## config.mk

```make
export PLATFORM = sky130hd
export DESIGN_NAME = motoro3_pwm_capture
export DESIGN_NICKNAME = d
export VERILOG_FILES = /design/src/rtl/motoro3_pkg.sv /design/src/rtl/motoro3_pwm_capture_sync.sv /design/src/rtl/motoro3_pwm_capture.sv
export SDC_FILE = /design/constraint.sdc
export NUM_CORES = 1
export LEC_CHECK = 0
export ABC_AREA = 1
export BUFFER_PORTS_ARGS = -buffer_cell sky130_fd_sc_hd__buf_2
export CAP_MARGIN = 0
export CORE_MARGIN = 2
export CORE_UTILIZATION = 58
export CTS_CLUSTER_SIZE = 12
export DETAILED_ROUTE_END_ITERATION = 6
export HOLD_SLACK_MARGIN = 0.03
export PLACE_DENSITY = 0.8
export SLEW_MARGIN = 25
export SYNTH_ARGS = -nofsm -noshare
export SYNTH_HDL_FRONTEND = slang
export SYNTH_HIERARCHICAL = 1
export SYNTH_SLANG_ARGS = --single-unit
```

## constraint.sdc

```tcl
create_clock -name clk -period 2.68 [get_ports clk]
set_input_delay 0 -clock clk [delete_from_list [all_inputs] [get_ports clk]]
set_output_delay 0 -clock clk [all_outputs]
set_load 0.01 [all_outputs]
```

## src/rtl/motoro3_pkg.sv

```systemverilog
// Shared motor-control definitions: capture FSM encoding, counter width default
// and the system clock constant used by both the PWM generator and the capture block.
package motoro3_pkg;

    localparam int CNT_W_DEF    = 13;
    localparam int FILT_LEN_DEF = 3;
    localparam int CLK_FREQ_HZ  = 10_000_000;

    typedef enum logic [1:0] {
        S_WAIT = 2'd0,
        S_HIGH = 2'd1,
        S_LOW  = 2'd2
    } cap_state_e;

endpackage

```

## src/rtl/motoro3_pwm_capture_sync.sv

```systemverilog
// Two-flop synchronizer for the PWM input, followed by an optional glitch filter
// (compiled in with MOTORO3_PWM_CAP_GLITCH_FILTER_EN). Output is the conditioned level.
module motoro3_pwm_capture_sync
    import motoro3_pkg::*;
#(
    parameter int FILT_LEN = FILT_LEN_DEF
) (
    input  logic clk,
    input  logic nRst,
    input  logic pwm_in,
    output logic level
);

    logic [1:0] sync_q;

    // NOTE: sequential state uses non-blocking assignments so every flop samples pre-edge values.
    always_ff @(posedge clk or negedge nRst) begin
        if (!nRst) begin
            sync_q <= 2'b00;
        end else begin
            sync_q <= {sync_q[0], pwm_in};
        end
    end

`ifdef MOTORO3_PWM_CAP_GLITCH_FILTER_EN
    localparam int RUN_W = $clog2(FILT_LEN + 1);

    logic [RUN_W-1:0] run;
    logic             filt;

    // run counts consecutive samples disagreeing with the filtered level.
    always_ff @(posedge clk or negedge nRst) begin
        if (!nRst) begin
            run  <= '0;
            filt <= 1'b0;
        end else if (sync_q[1] == filt) begin
            run <= '0;
        end else if (run == RUN_W'(FILT_LEN - 1)) begin
            filt <= sync_q[1];
            run  <= '0;
        end else begin
            run <= run + RUN_W'(1);
        end
    end

    assign level = filt;
`else
    // Filter length only matters when the filter is compiled in.
    localparam int unused_filt_len = FILT_LEN;

    assign level = sync_q[1];
`endif

endmodule

```

## src/rtl/motoro3_pwm_capture.sv

```systemverilog
// PWM capture: measures on/off time and period of a gate-drive waveform and flags
// stuck-high/stuck-low drive. Optional glitch filter: MOTORO3_PWM_CAP_GLITCH_FILTER_EN.
module motoro3_pwm_capture
    import motoro3_pkg::*;
#(
    parameter int CNT_W    = CNT_W_DEF,
    parameter int FILT_LEN = FILT_LEN_DEF
) (
    input  logic             clk,
    input  logic             nRst,
    input  logic             pwmIn,
    input  logic             captureEn,
    output logic [CNT_W-1:0] onTime,
    output logic [CNT_W-1:0] offTime,
    output logic [CNT_W:0]   period,
    output logic             capValid,
    output logic             stuckHigh,
    output logic             stuckLow
);

    localparam logic [CNT_W-1:0] CNT_MAX = '1;
    localparam logic [CNT_W-1:0] CNT_ONE = CNT_W'(1);

    logic             pwm_s;
    logic             pwm_d;
    logic             rise;
    logic             fall;
    logic [CNT_W-1:0] cnt;
    logic [CNT_W-1:0] cnt_inc;
    logic [CNT_W-1:0] on_acc;
    cap_state_e       state;

    motoro3_pwm_capture_sync #(
        .FILT_LEN (FILT_LEN)
    ) u_sync (
        .clk    (clk),
        .nRst   (nRst),
        .pwm_in (pwmIn),
        .level  (pwm_s)
    );

    assign rise    = pwm_s & ~pwm_d;
    assign fall    = ~pwm_s & pwm_d;
    assign cnt_inc = (cnt == CNT_MAX) ? CNT_MAX : cnt + CNT_ONE;

    // pwm_d keeps tracking while disabled so a level already high at re-enable is not seen as an edge.
    always_ff @(posedge clk or negedge nRst) begin
        if (!nRst) begin
            state     <= S_WAIT;
            pwm_d     <= 1'b0;
            cnt       <= '0;
            on_acc    <= '0;
            onTime    <= '0;
            offTime   <= '0;
            period    <= '0;
            capValid  <= 1'b0;
            stuckHigh <= 1'b0;
            stuckLow  <= 1'b0;
        end else begin
            pwm_d    <= pwm_s;
            capValid <= 1'b0;
            if (!captureEn) begin
                state     <= S_WAIT;
                cnt       <= '0;
                on_acc    <= '0;
                stuckHigh <= 1'b0;
                stuckLow  <= 1'b0;
            end else begin
                case (state)
                    S_WAIT: begin
                        if (rise) begin
                            cnt   <= CNT_ONE;
                            state <= S_HIGH;
                        end
                    end
                    S_HIGH: begin
                        if (fall) begin
                            on_acc    <= cnt;
                            cnt       <= CNT_ONE;
                            stuckHigh <= 1'b0;
                            state     <= S_LOW;
                        end else begin
                            cnt <= cnt_inc;
                            if (cnt_inc == CNT_MAX) stuckHigh <= 1'b1;
                        end
                    end
                    S_LOW: begin
                        if (rise) begin
                            onTime   <= on_acc;
                            offTime  <= cnt;
                            period   <= {1'b0, on_acc} + {1'b0, cnt};
                            capValid <= 1'b1;
                            stuckLow <= 1'b0;
                            cnt      <= CNT_ONE;
                            state    <= S_HIGH;
                        end else begin
                            cnt <= cnt_inc;
                            if (cnt_inc == CNT_MAX) stuckLow <= 1'b1;
                        end
                    end
                    default: state <= S_WAIT;
                endcase
            end
        end
    end

endmodule

```

Word level (Yosys, flattened, before mapping)
Cells that the tools add are included.
{"block": "op_classes", "addsub": 2, "bitwise": 4, "mux": 23, "reduce_logical": 8, "eq_ne": 13}
{"op": "$mux 13", "count": 8}
{"op": "$pmux 13 s3", "count": 1}
{"op": "$eq 13x13->1 const B", "count": 2}
{"op": "$add 13x13->14", "count": 1}
{"op": "$add 13x1->13 const B", "count": 1}
{"op": "$mux 1", "count": 10}
{"op": "$reduce_and 2->1", "count": 5}
{"op": "$mux 2", "count": 3}
{"op": "$ne 2x1->1 const B", "count": 3}
{"op": "$ne 3x1->1 const B", "count": 2}
{"op": "$ne 3x3->1 const B", "count": 2}
{"op": "$ne 4x1->1 const B", "count": 1}
{"op": "$pmux 2 s2", "count": 1}
{"op": "$ne 3x2->1 const B", "count": 1}
{"op": "$reduce_and 3->1", "count": 1}
{"op": "$and 1x1->1", "count": 2}
{"op": "$eq 2x1->1 const B", "count": 1}
{"op": "$eq 2x2->1 const B", "count": 1}
{"op": "$logic_not 2->1", "count": 1}
{"op": "$not 1->1", "count": 2}
{"op": "$reduce_or 2->1", "count": 1}
{"block": "totals", "ff_bits": 74}

Depth between registers and ports, before layout
{"block": "logic_depth", "word_depth": 7, "mapped_depth": 10, "depth_no_buf": 10}

Modules after synthesis
The synthesis kept the hierarchy.
{"mod": "motoro3_pwm_capture", "area_each_um2": 3752.3, "cells_per_inst": 451, "n_inst": 1}
{"mod": "motoro3_pwm_capture_sync", "area_each_um2": 50.0, "cells_per_inst": 2, "n_inst": 1}

Least setup slack after synthesis
Ideal clock, no wire load.
{"block": "synth_path", "path_kind": "register to register", "startpoint": "register cnt[0]", "endpoint": "register period[12]", "stages_incl_launch_ff": 10, "arrival_ns": 1.889, "setup_ns": 0.117, "period_less_slack_ns": 2.007, "setup_slack_ns": 0.673, "path_cell_list": "dfrtp_1 ha_1 fa_1 nand3_1 nand2_1 a21oi_1 o21ai_0 or2_2 nand3_1 nand2_1"}
{"block": "synth_between", "elab_chain_cells": 1}
{"item": "start, declared", "line": "motoro3_pwm_capture.sv:28", "rtl": "logic [CNT_W-1:0] cnt;"}
{"item": "start signal, assigned", "line": "motoro3_pwm_capture.sv:83", "rtl": "cnt <= cnt_inc;"}
{"item": "start signal, assigned", "line": "motoro3_pwm_capture.sv:97", "rtl": "cnt <= cnt_inc;"}
{"item": "$add 13x13->14", "line": "motoro3_pwm_capture.sv:91", "rtl": "period <= {1'b0, on_acc} + {1'b0, cnt};"}
{"item": "end signal, assigned", "line": "motoro3_pwm_capture.sv:91"}
{"item": "end, declared", "line": "motoro3_pwm_capture.sv:15", "rtl": "output logic [CNT_W:0] period,"}
No other way between the ends.
A chain may end at the register's enable or synchronous reset.

Final worst setup path
Ends and elaborated chain as after synthesis.

==> summary.md <==
| Metric | Value |
|---|---|
| # diodes | `0` |
| Overall power | `2.87 mW` |
| Worst EP required | `2.93 ns` |
| WP depth | `9` |
| Minimum clock period after layout | `around 2.2 ns` |
| Initial drt markers | `156` |
| Post-synth net total | `476` |
| First-pass GRT wire length | `15.1 mm` |
| DRC violations left | `0` |
| Largest net degree at the start of global routing | `44` |
| TritonCTS buffer count | `9` |
| Synth-to-layout area growth | `14.8%` |
| Outcome | `finished, final reports clean` |
| Critical-path cell list | `ha_1 > fa_1 > nand3_1 > nand2_1 > a21oi_1 > o21ai_0 > or2_2 > nand3_1 > nand2_1` |
| YS warnings | `6` |
| Number of clock sinks | `74` |
| Vias in the first global route | `3,235` |
| WS Path Type | `reg2reg` |
| Synthesized cell area | `around 3800 um2` |
| Most frequent cells in the layout | `nand2_1 (107), dfrtp_1 (74), inv_1 (58), buf_2 (46), nand3_1 (34)` |
| Core Rows | `29` |
| Die W | `85.0 um` |
| Post-DP Area | `4120 um2` |
| P_leak | `2.15 nW` |
| Die area | `7220 um2` |
| Yosys reg bits | `74` |
| Max_slew headroom | `55.7%` |
| Final net count | `530` |
| Avg WL per Cell | `roughly 15 um` |
| Seq/Total Area, Yosys | `about half` |
| Final wirelength | `between 8 and 9 mm` |
| Commonest non-fill, non-tap cell in the layout | `nand2_1` |
| Final Hold Fails | `0` |
| Initial Util | `59.9%` |
| Hold_ws | `0.176 ns` |
| Post-CTS resize count | `0` |
| Setup Skew | `0.0115 ns` |
| GRT Util Overall | `about a quarter` |
| Met3 GRT Util | `4.18%` |
| M2 GR Usage | `41.1%` |
| Clock Pin Slew Worst Setup and Hold Paths | `0.08 ns` |
| CP peak stage delay | `0.46 ns` |
| Crit start category | `register` |
| Die Height | `85.0 um` |
| Post-synth cell types | `32` |
| Critical path buffer and inverter count | `0` |
| Worst slew pin tran | `~0.66 ns` |
| Setup_tns | `0 ns` |
| Clock Path Buffers | `2` |
| IO buf count | `46` |
| Root Buffer | `clkbuf_8` |
| Design area | `4370 um2` |
| CTS tree | `built` |
| Filler instances | `523` |
| ANT nets after route | `0` |
| Drt first pass iters | `4` |
| Clock latency on the worst-skew pair | `0.35 ns` |
| Pre-CTS WS | `0.472 ns` |
| Setup ws final | `0.465 ns` |
| IO Pins | `47` |
| H-tree levels | `3` |
| R2r worst-path depth | `9` |
| Synth Instances | `roughly 450` |
| Post-DP HPWL | `about 6.5 mm` |
| Final Max Tran Viols | `0` |
| Average size of a mapped cell | `8.39 um2` |
| RSZ-0062 raised after global routing | `no` |
| Core Footprint | `6350 um2` |
| Min-Delay Path Class | `in2async` |
| DR vias | `~3,300` |
| Pwr per Cell Area | `657 nW/um2` |
| Initial antenna violation count | `0` |
| CP Max Fanout | `6` |
| CP arrival | `2.47 ns` |
| Maxcap violations | `0` |
| Crit. End Element | `register` |
| Total gr overflow | `0` |
| Vias per cell | `5.54` |
| Setup violations, final | `0` |
| Max Clk Rate | `0.451 GHz` |
| Period utilization | `between 80% and 90%` |
| Worst VDD drop | `0.000487 V` |
| Post-CTS setup buffer count | `0` |
| Met1 Use GR | `37.3%` |
| Delay-heaviest family, CP | `adder cells` |
| Most crowded layer after global routing | `met2` |
| Slowest CP cell | `dfrtp_1` |
| Share of cells above drive strength 1 | `16.8%` |
| GP Congestion | `0.908` |
==> repair_timing <==
| item | CTS | global route |
|---|---|---|
| hold buffers | 3 | 0 |
| endpoints found under the setup margin | 0 | 0 |
| hold endpoints to repair | 28 | 0 |
==> logic make-up (layout without fill, tap and decap cells) <==
kind of cell    after synthesis  count (layout)  synth area share, %
compound gates              100             100                 14.8
xor+xnor                      8               8                 1.84
buf+inv                      72             131                 7.40
simple gates                180             180                 20.8
flops                        74              74                 48.7
fa+ha+maj                    19              19                 6.45
==> registers in the layout, summed over array words and instances, names as in the netlist <==
name / flops
state: 2
u_sync/sync_q: 2
cnt: 13
stuckHigh: 1
onTime: 13
offTime: 13
pwm_d: 1
period: 14
capValid: 1
on_acc: 13
stuckLow: 1
==> cell type report <==
| cell class | instances | area (um2) | share of cell area (%) |
|---|---|---|---|
| timing repair buffer | 55 | 305 | 6.99 |
| sequential | 74 | 1850 | 42.4 |
| multi-input combinational | 307 | 1670 | 38.2 |
| clock inverter | 7 | 93.8 | 2.15 |
| clock buffer | 9 | 124 | 2.84 |
| inverter | 60 | 225 | 5.16 |
| tap | 77 | 96.3 | 2.21 |
==> final timing paths <==
check | start | to | slack (ns)
max | cnt[0] | period[12] | 0.46
min | nRst | onTime[1] | 0.18
max reg2reg | cnt[0] | period[12] | 0.46
min reg2reg | u_sync/sync_q[0] | u_sync/sync_q[1] | 0.36
max in group asynchronous | nRst | on_acc[11] | 1.70
min in group clk | pwmIn | u_sync/sync_q[0] | 0.29
==> layer usage <==
layer / vias to the layer above / share of wire [%]
li1: 1609 / -
met5: - / 0
met3: 30 / 6.1
met1: 1516 / 46
met2: 109 / 45
met4: 0 / 2.3
==> per-stage QoR <==
stage,std cells,utilization (%)
after floorplan,453,-
after global placement,570,64.8
after detailed placement,570,64.8
after CTS,589,68.7
after global routing,589,68.7
final,589,68.7
==> worst reg2reg max path, stage by stage (launching register included) <==
cell and delay (ns):
dfrtp_1 0.46, ha_1 0.28, fa_1 0.43, nand3_1 0.09
nand2_1 0.10, a21oi_1 0.23, o21ai_0 0.13, or2_2 0.28
nand3_1 0.07, nand2_1 0.05
==> report_power, final <==
group | internal, mW | switching [mW]
logic | 0.221 | 0.319
registers | 1.28 | 0.0898
clock network | 0.522 | 0.433
total | 2.03 | 0.842
==> synthesized netlist by cell type <==
cell type / n / area (um2)
fa_1: 1 / 20.0
nor2_2: 4 / 25.0
xnor2_1: 4 / 35.0
a21boi_0: 3 / 22.5
o21ai_0: 28 / 140
a211oi_1: 1 / 7.51
nand3_2: 2 / 20.0
dfrtp_1: 74 / 1850
buf_1: 1 / 3.75
buf_2: 9 / 45.0
nor3_4: 1 / 16.3
nand2_2: 2 / 12.5
xor2_1: 4 / 35.0
nand2_1: 107 / 402
a21oi_1: 13 / 65.1
nor2_4: 1 / 11.3
a21o_1: 1 / 7.51
nand4_1: 5 / 31.3
inv_1: 58 / 218
inv_2: 2 / 7.51
ha_1: 18 / 225
clkbuf_1: 2 / 7.51
o22ai_1: 25 / 156
nor2_1: 19 / 71.3
o21ai_1: 22 / 110
o21a_1: 2 / 15.0
or2_2: 4 / 25.0
nor3_1: 1 / 5.00
o31ai_1: 2 / 15.0
o21bai_1: 1 / 7.51
a21oi_2: 2 / 17.5
nand3_1: 34 / 170
No activity file was read; power rests on OpenSTA's default activity.
